File: config.mk
export PLATFORM = sky130hd
export DESIGN_NAME = eflags_unit
export DESIGN_NICKNAME = d
export VERILOG_FILES = /design/src/rtl/eflags_unit.sv
export SDC_FILE = /design/constraint.sdc
export NUM_CORES = 1
export LEC_CHECK = 0
export BUFFER_PORTS_ARGS = -buffer_cell sky130_fd_sc_hd__buf_2
export CORE_MARGIN = 1.5
export CORE_UTILIZATION = 54
export DETAILED_ROUTE_END_ITERATION = 16
export PLACE_DENSITY = 0.95
export SYNTH_ARGS = -nofsm -noshare
export SYNTH_HDL_FRONTEND = slang
export SYNTH_SLANG_ARGS = --single-unit
File: constraint.sdc
create_clock -name clock -period 5.5 [get_ports clock]
set_input_delay 0.825 -clock clock [delete_from_list [all_inputs] [get_ports clock]]
set_output_delay 0.825 -clock clock [all_outputs]
set_load 0.01 [all_outputs]
File: src/rtl/eflags_unit.sv
// eflags_unit: EFLAGS register with prioritised update sources (interrupt save,
// IRET restore, POPF-style write, single-bit ops, ALU status) and a small
// save/restore stack used on interrupt entry and return.
module eflags_unit #(
    parameter int               WIDTH           = 32,
    parameter int               DEPTH           = 4,
    parameter logic [WIDTH-1:0] RESET_VALUE     = 32'h0000_0002,
    parameter logic [WIDTH-1:0] WRITABLE_MASK   = 32'h0003_7FD5,
    parameter logic [WIDTH-1:0] SAVE_CLEAR_MASK = 32'h0003_4300
) (
    input  logic                         clock,
    input  logic                         reset,
    input  logic                         save_valid,
    input  logic                         restore_valid,
    input  logic                         write_valid,
    input  logic [WIDTH-1:0]             write_data,
    input  logic [1:0]                   cpl,
    input  logic                         bit_valid,
    input  logic [1:0]                   bit_op,
    input  logic [4:0]                   bit_index,
    input  logic                         alu_valid,
    input  logic [WIDTH-1:0]             alu_mask,
    input  logic [WIDTH-1:0]             alu_data,
    output logic [WIDTH-1:0]             EFLAGS,
    output logic [15:0]                  FLAGS,
    output logic                         CF,
    output logic                         PF,
    output logic                         AF,
    output logic                         ZF,
    output logic                         SF,
    output logic                         TF,
    output logic                         IF,
    output logic                         DF,
    output logic                         OF,
    output logic [1:0]                   IOPL,
    output logic                         NT,
    output logic                         RF,
    output logic                         VM,
    output logic                         stack_empty,
    output logic                         stack_full,
    output logic [$clog2(DEPTH+1)-1:0]   stack_level,
    output logic                         overflow_err,
    output logic                         underflow_err,
    output logic                         collision_err
);

    localparam int LW = $clog2(DEPTH + 1);
    localparam int IW = (DEPTH > 1) ? $clog2(DEPTH) : 1;
    localparam logic [WIDTH-1:0] ALU_STATUS_MASK = WIDTH'(32'h0000_08D5);

    logic [WIDTH-1:0] eflags_q;
    logic [LW-1:0]    level_q;
    logic [WIDTH-1:0] stack_mem [0:(1<<IW)-1];

    logic [WIDTH-1:0] eflags_next;
    logic [LW-1:0]    level_next;
    logic             push;
    logic             overflow_next;
    logic             underflow_next;
    logic             collision_next;
    logic [WIDTH-1:0] write_value;
    logic [WIDTH-1:0] bit_onehot;
    logic [WIDTH-1:0] alu_sel;
    logic [2:0]       request_count;
    logic [IW-1:0]    wr_idx;
    logic [IW-1:0]    rd_idx;

    // Reserved bits always carry their reset value, whatever the source of an update.
    function automatic logic [WIDTH-1:0] legalize(input logic [WIDTH-1:0] v);
        return (v & WRITABLE_MASK) | (RESET_VALUE & ~WRITABLE_MASK);
    endfunction

    assign stack_full  = (level_q == LW'(DEPTH));
    assign stack_empty = (level_q == '0);
    assign wr_idx      = IW'(level_q);
    assign rd_idx      = IW'(level_q - LW'(1));

    // Compute the single accepted update for this cycle; lower-priority requests are dropped.
    always_comb begin
        eflags_next    = eflags_q;
        level_next     = level_q;
        push           = 1'b0;
        overflow_next  = 1'b0;
        underflow_next = 1'b0;
        write_value    = write_data;
        bit_onehot     = {{(WIDTH-1){1'b0}}, 1'b1} << bit_index;
        alu_sel        = alu_mask & ALU_STATUS_MASK;
        request_count  = 3'(save_valid) + 3'(restore_valid) + 3'(write_valid)
                       + 3'(bit_valid) + 3'(alu_valid);
        collision_next = (request_count > 3'd1);

        // POPF protection: VM is never writable, RF always clears, IOPL needs ring 0,
        // and IF needs cpl no higher than the current IOPL.
        write_value[17] = eflags_q[17];
        write_value[16] = 1'b0;
        if (cpl != 2'd0) begin
            write_value[13:12] = eflags_q[13:12];
        end
        if (cpl > eflags_q[13:12]) begin
            write_value[9] = eflags_q[9];
        end

        if (save_valid) begin
            if (stack_full) begin
                overflow_next = 1'b1;
            end else begin
                push        = 1'b1;
                level_next  = level_q + LW'(1);
                eflags_next = legalize(eflags_q & ~SAVE_CLEAR_MASK);
            end
        end else if (restore_valid) begin
            if (stack_empty) begin
                underflow_next = 1'b1;
            end else begin
                level_next  = level_q - LW'(1);
                eflags_next = legalize(stack_mem[rd_idx]);
            end
        end else if (write_valid) begin
            eflags_next = legalize(write_value);
        end else if (bit_valid) begin
            if ((bit_onehot & WRITABLE_MASK) != '0) begin
                case (bit_op)
                    2'b00:   eflags_next = legalize(eflags_q & ~bit_onehot);
                    2'b01:   eflags_next = legalize(eflags_q | bit_onehot);
                    2'b10:   eflags_next = legalize(eflags_q ^ bit_onehot);
                    default: eflags_next = eflags_q;
                endcase
            end
        end else if (alu_valid) begin
            eflags_next = legalize((eflags_q & ~alu_sel) | (alu_data & alu_sel));
        end
    end

    // Register state and one-cycle error pulses; reset empties the stack.
    always_ff @(posedge clock or posedge reset) begin
        if (reset) begin
            eflags_q      <= RESET_VALUE;
            level_q       <= '0;
            overflow_err  <= 1'b0;
            underflow_err <= 1'b0;
            collision_err <= 1'b0;
        end else begin
            eflags_q      <= eflags_next;
            level_q       <= level_next;
            overflow_err  <= overflow_next;
            underflow_err <= underflow_next;
            collision_err <= collision_next;
        end
    end

    // Stack storage holds no reset; entries above the level are never read.
    always_ff @(posedge clock) begin
        if (push) begin
            stack_mem[wr_idx] <= eflags_q;
        end
    end

    assign EFLAGS      = eflags_q;
    assign FLAGS       = eflags_q[15:0];
    assign CF          = eflags_q[0];
    assign PF          = eflags_q[2];
    assign AF          = eflags_q[4];
    assign ZF          = eflags_q[6];
    assign SF          = eflags_q[7];
    assign TF          = eflags_q[8];
    assign IF          = eflags_q[9];
    assign DF          = eflags_q[10];
    assign OF          = eflags_q[11];
    assign IOPL        = eflags_q[13:12];
    assign NT          = eflags_q[14];
    assign RF          = eflags_q[16];
    assign VM          = eflags_q[17];
    assign stack_level = level_q;

endmodule

==> impl_metrics.env <==
export IMPL_r2r_start="stack_level[0]"
export IMPL_synth_top_cell_area_share_pct=35.0
export IMPL_synth_edff_count=56
export IMPL_synthArstFlopShare_pct=26.3
export IMPL_clk_latency_ps=360
export IMPL_area_delta_synth_final_pct=9.11
export IMPL_crit_path_end_kind="register"
export IMPL_vdd_drop_max_v=0.000161
export IMPL_clk_pin_slew_ps=80
export IMPL_cts_hold_buf=0
export IMPL_grt_pass1_vias=3430
export IMPL_die_x_um=97.3
export IMPL_final_area_um2=5240
export IMPL_fmax_mhz=295
export IMPL_synth_area_leaders="edfxtp_1 35%, ha_1 11%, dfrtp_1 10%, buf_4 7.5%, mux4_2 6.6%"
export IMPL_hpwl_mm=7.36
export IMPL_cts_tree="done"
export IMPL_htree_num_levels=3
export IMPL_cts_setup_buffers=0
export IMPL_diodes=0
export IMPL_fp_row_count=34
export IMPL_drive_above_1_share_pct=26.3
export IMPL_ys_warn_count=0
export IMPL_setup_tns_ps=0
export IMPL_cts_resized=0
export IMPL_drt_iter0_drc=295
export IMPL_place_area_um2=5010
export IMPL_grt_max_degree=29
export IMPL_min_delay_start="stack_level[2]"
export IMPL_start_util_pct=55.4
export IMPL_slew_violations=0
export IMPL_cp_cell_sequence="inv_1, ha_1, ha_1, and2_1, a21oi_1, inv_1, o41ai_4, mux2_2"
export IMPL_fin_crit_ps=3390
export IMPL_nNetsFinal=634
export IMPL_p_leak_nw=2.21
export IMPL_yosysTopAreaCell="edfxtp_1"
export IMPL_arrival_ps=3630
export IMPL_routed_wirelength_mm=10.9
export IMPL_drv_cap=0
export IMPL_syn_area_um2=4800
export IMPL_skew_ps=16.3
export IMPL_cts_root_buf="clkbuf_8"
export IMPL_postSynthAreaPerCell_um2=11.3
export IMPL_crit_fanout=18
export IMPL_timing_rr_end="EFLAGS[14]"
export IMPL_cts_buffer_depth=2
export IMPL_grt_total_usage_pct=23.1
export IMPL_synth_ff_type="edfxtp_1"
export IMPL_grt_pass1_wl_mm=16.9
export IMPL_hold_path_cell_count=1
export IMPL_antenna_left=0
export IMPL_overflow=0
export IMPL_dr_pass1_iters=5
export IMPL_core_area_um2=8680
export IMPL_grt_setup_unrepaired="false"
export IMPL_status="completed"
export IMPL_critPathMaxStageDelay_ps=1070
export IMPL_final_hold_violation_count=0
export IMPL_antenna_found_initial=0
export IMPL_worstHoldEndpoint="stack_level[2]"
export IMPL_utilization_pct=60.4
export IMPL_reg2reg_depth=8
export IMPL_num_vias=3430
export IMPL_cp_required_ps=5740
export IMPL_ys_types=47
export IMPL_ioPinCount=182
export IMPL_place_congestion=0.873
export IMPL_crit_type="register to register"
export IMPL_setup_violations_final=0
export IMPL_drcViolationCount=0
export IMPL_seq_area_frac_synth_pct=45.4
export IMPL_finalCritPeriodShare_pct=61.7
export IMPL_timing_worst_slew_pin_value_ps=1280
export IMPL_path_delay_family="flip-flops"
export IMPL_synth_seq_cells=76
export IMPL_critPathLaunchType="register"
export IMPL_maxSlewHeadroom_pct=14.0
export IMPL_cts_buffers=9
export IMPL_wire_per_inst_um=18.4
export IMPL_reg2reg_slack_ps=2110
export IMPL_cts_sinks=76
export IMPL_hp_class="register to register"
export IMPL_slowest_stage="dfrtp_1"
export IMPL_power_density_nw_per_um2=458
export IMPL_die_y_um=97.3
export IMPL_synth_cells=427
export IMPL_crit_buf_inv=2
export IMPL_dieArea_um2=9470
export IMPL_numPortBuffers=87
export IMPL_via_per_inst=5.80
-- metal layers --
metal	wire [um]	vias to the layer above	track usage (%)
met2	5610	173	40.7
met4	367	0	11.0
li1	-	1556	-
met1	4140	1661	26.1
met3	743	40	5.83
met5	0	-	0
-- cell usage after synthesis (3+ instances only) --
master      n
edfxtp_1   56
buf_4      48
ha_1       43
nand2_1    32
nor2_1     29
inv_1      26
dfrtp_1    20
nand2b_1   20
o21ai_0    18
clkbuf_1   14
mux4_2     14
a21oi_1    13
nand3_1     9
a311oi_1    8
mux2_2      8
and2_1      6
o31ai_1     6
a2111oi_0   5
a31oi_1     5
mux2i_1     5
nor2b_1     4
a22oi_1     3
a311o_1     3
nor3_1      3
-- cell families (layout without fill, tap and decap cells) --
kind of cell / after synthesis / in the layout / synth area share (%)
flops: 76 / 76 / 45.4
mux: 27 / 27 / 9.48
compound gates: 71 / 71 / 10.4
simple gates: 112 / 112 / 11.3
buf+inv: 93 / 129 / 11.2
fa+ha+maj: 44 / 44 / 11.6
other cells: 2 / 22 / 0.156
xor+xnor: 2 / 2 / 0.365
-- power breakdown --
group / internal [W] / leakage [nW] / total, W / switching, W
Clock: 0.000301 / 0.114 / 0.000503 / 0.000202
Sequential: 0.000826 / 0.778 / 0.000999 / 0.000173
Combinational: 0.000423 / 1.32 / 0.000900 / 0.000477
Total: 0.00155 / 2.21 / 0.00240 / 0.000852
-- area by class of cell --
type | instances | area (um2)
Clock inverter | 5 | 103
Timing Repair Buffer | 87 | 435
Clock buffer | 11 | 131
Fill cell | 658 | 3440
Inverter | 26 | 97.6
Sequential cell | 76 | 2180
Tap cell | 108 | 135
Multi-Input combinational cell | 278 | 2160
-- sequential cells by signal, summed over array words and instances (netlist names) --
register       count
stack_mem         56
stack_level        3
overflow_err       1
underflow_err      1
EFLAGS            14
collision_err      1
-- stage by stage --
step | total power [W] | hold WS (ps) | setup slack (ps) | instances
after floorplan | 0.00168 | 589 | 2710 | 447
after global placement | 0.00182 | 542 | 2330 | 575
after detailed placement | 0.00190 | 586 | 2140 | 575
after CTS | 0.00240 | 604 | 2090 | 591
after global routing | 0.00253 | 617 | 1900 | 591
final | 0.00240 | 618 | 2110 | 591
-- worst max-delay path by stage --
| stage | start | to | slack (ps) | depth (start not counted) |
|---|---|---|---|---|
| 6_report | stack_level[0] | EFLAGS[14] | 2110 | 8 |
| 5_1_grt | stack_level[0] | EFLAGS[16] | 1900 | 8 |
| 4_1_cts | stack_level[0] | EFLAGS[14] | 2090 | 8 |
| 3_5_place_dp | stack_level[0] | EFLAGS[16] | 2140 | 8 |
| 3_3_place_gp | stack_level[0] | EFLAGS[14] | 2330 | 8 |
| 2_1_floorplan | stack_level[0] | EFLAGS[14] | 2710 | 10 |
-- cell usage in the layout, fill, tap and decap left out, types with 2 or more instances in the layout --
master / instances
a2111oi_0: 5
a21oi_1: 13
a22oi_1: 3
a311o_1: 3
a311oi_1: 8
a31oi_1: 5
and2_1: 6
buf_2: 87
bufinv_16: 3
clkbuf_1: 2
clkbuf_8: 9
conb_1: 22
dfrtp_1: 20
edfxtp_1: 56
ha_1: 43
inv_1: 26
mux2_2: 8
mux2i_1: 5
mux4_2: 14
nand2_1: 32
nand2b_1: 20
nand3_1: 9
nand3b_1: 2
nor2_1: 29
nor2b_1: 4
nor3_1: 3
o21ai_0: 18
o31ai_1: 6
or2_1: 2
xnor2_1: 2
No activity file was read; power rests on OpenSTA's default activity.
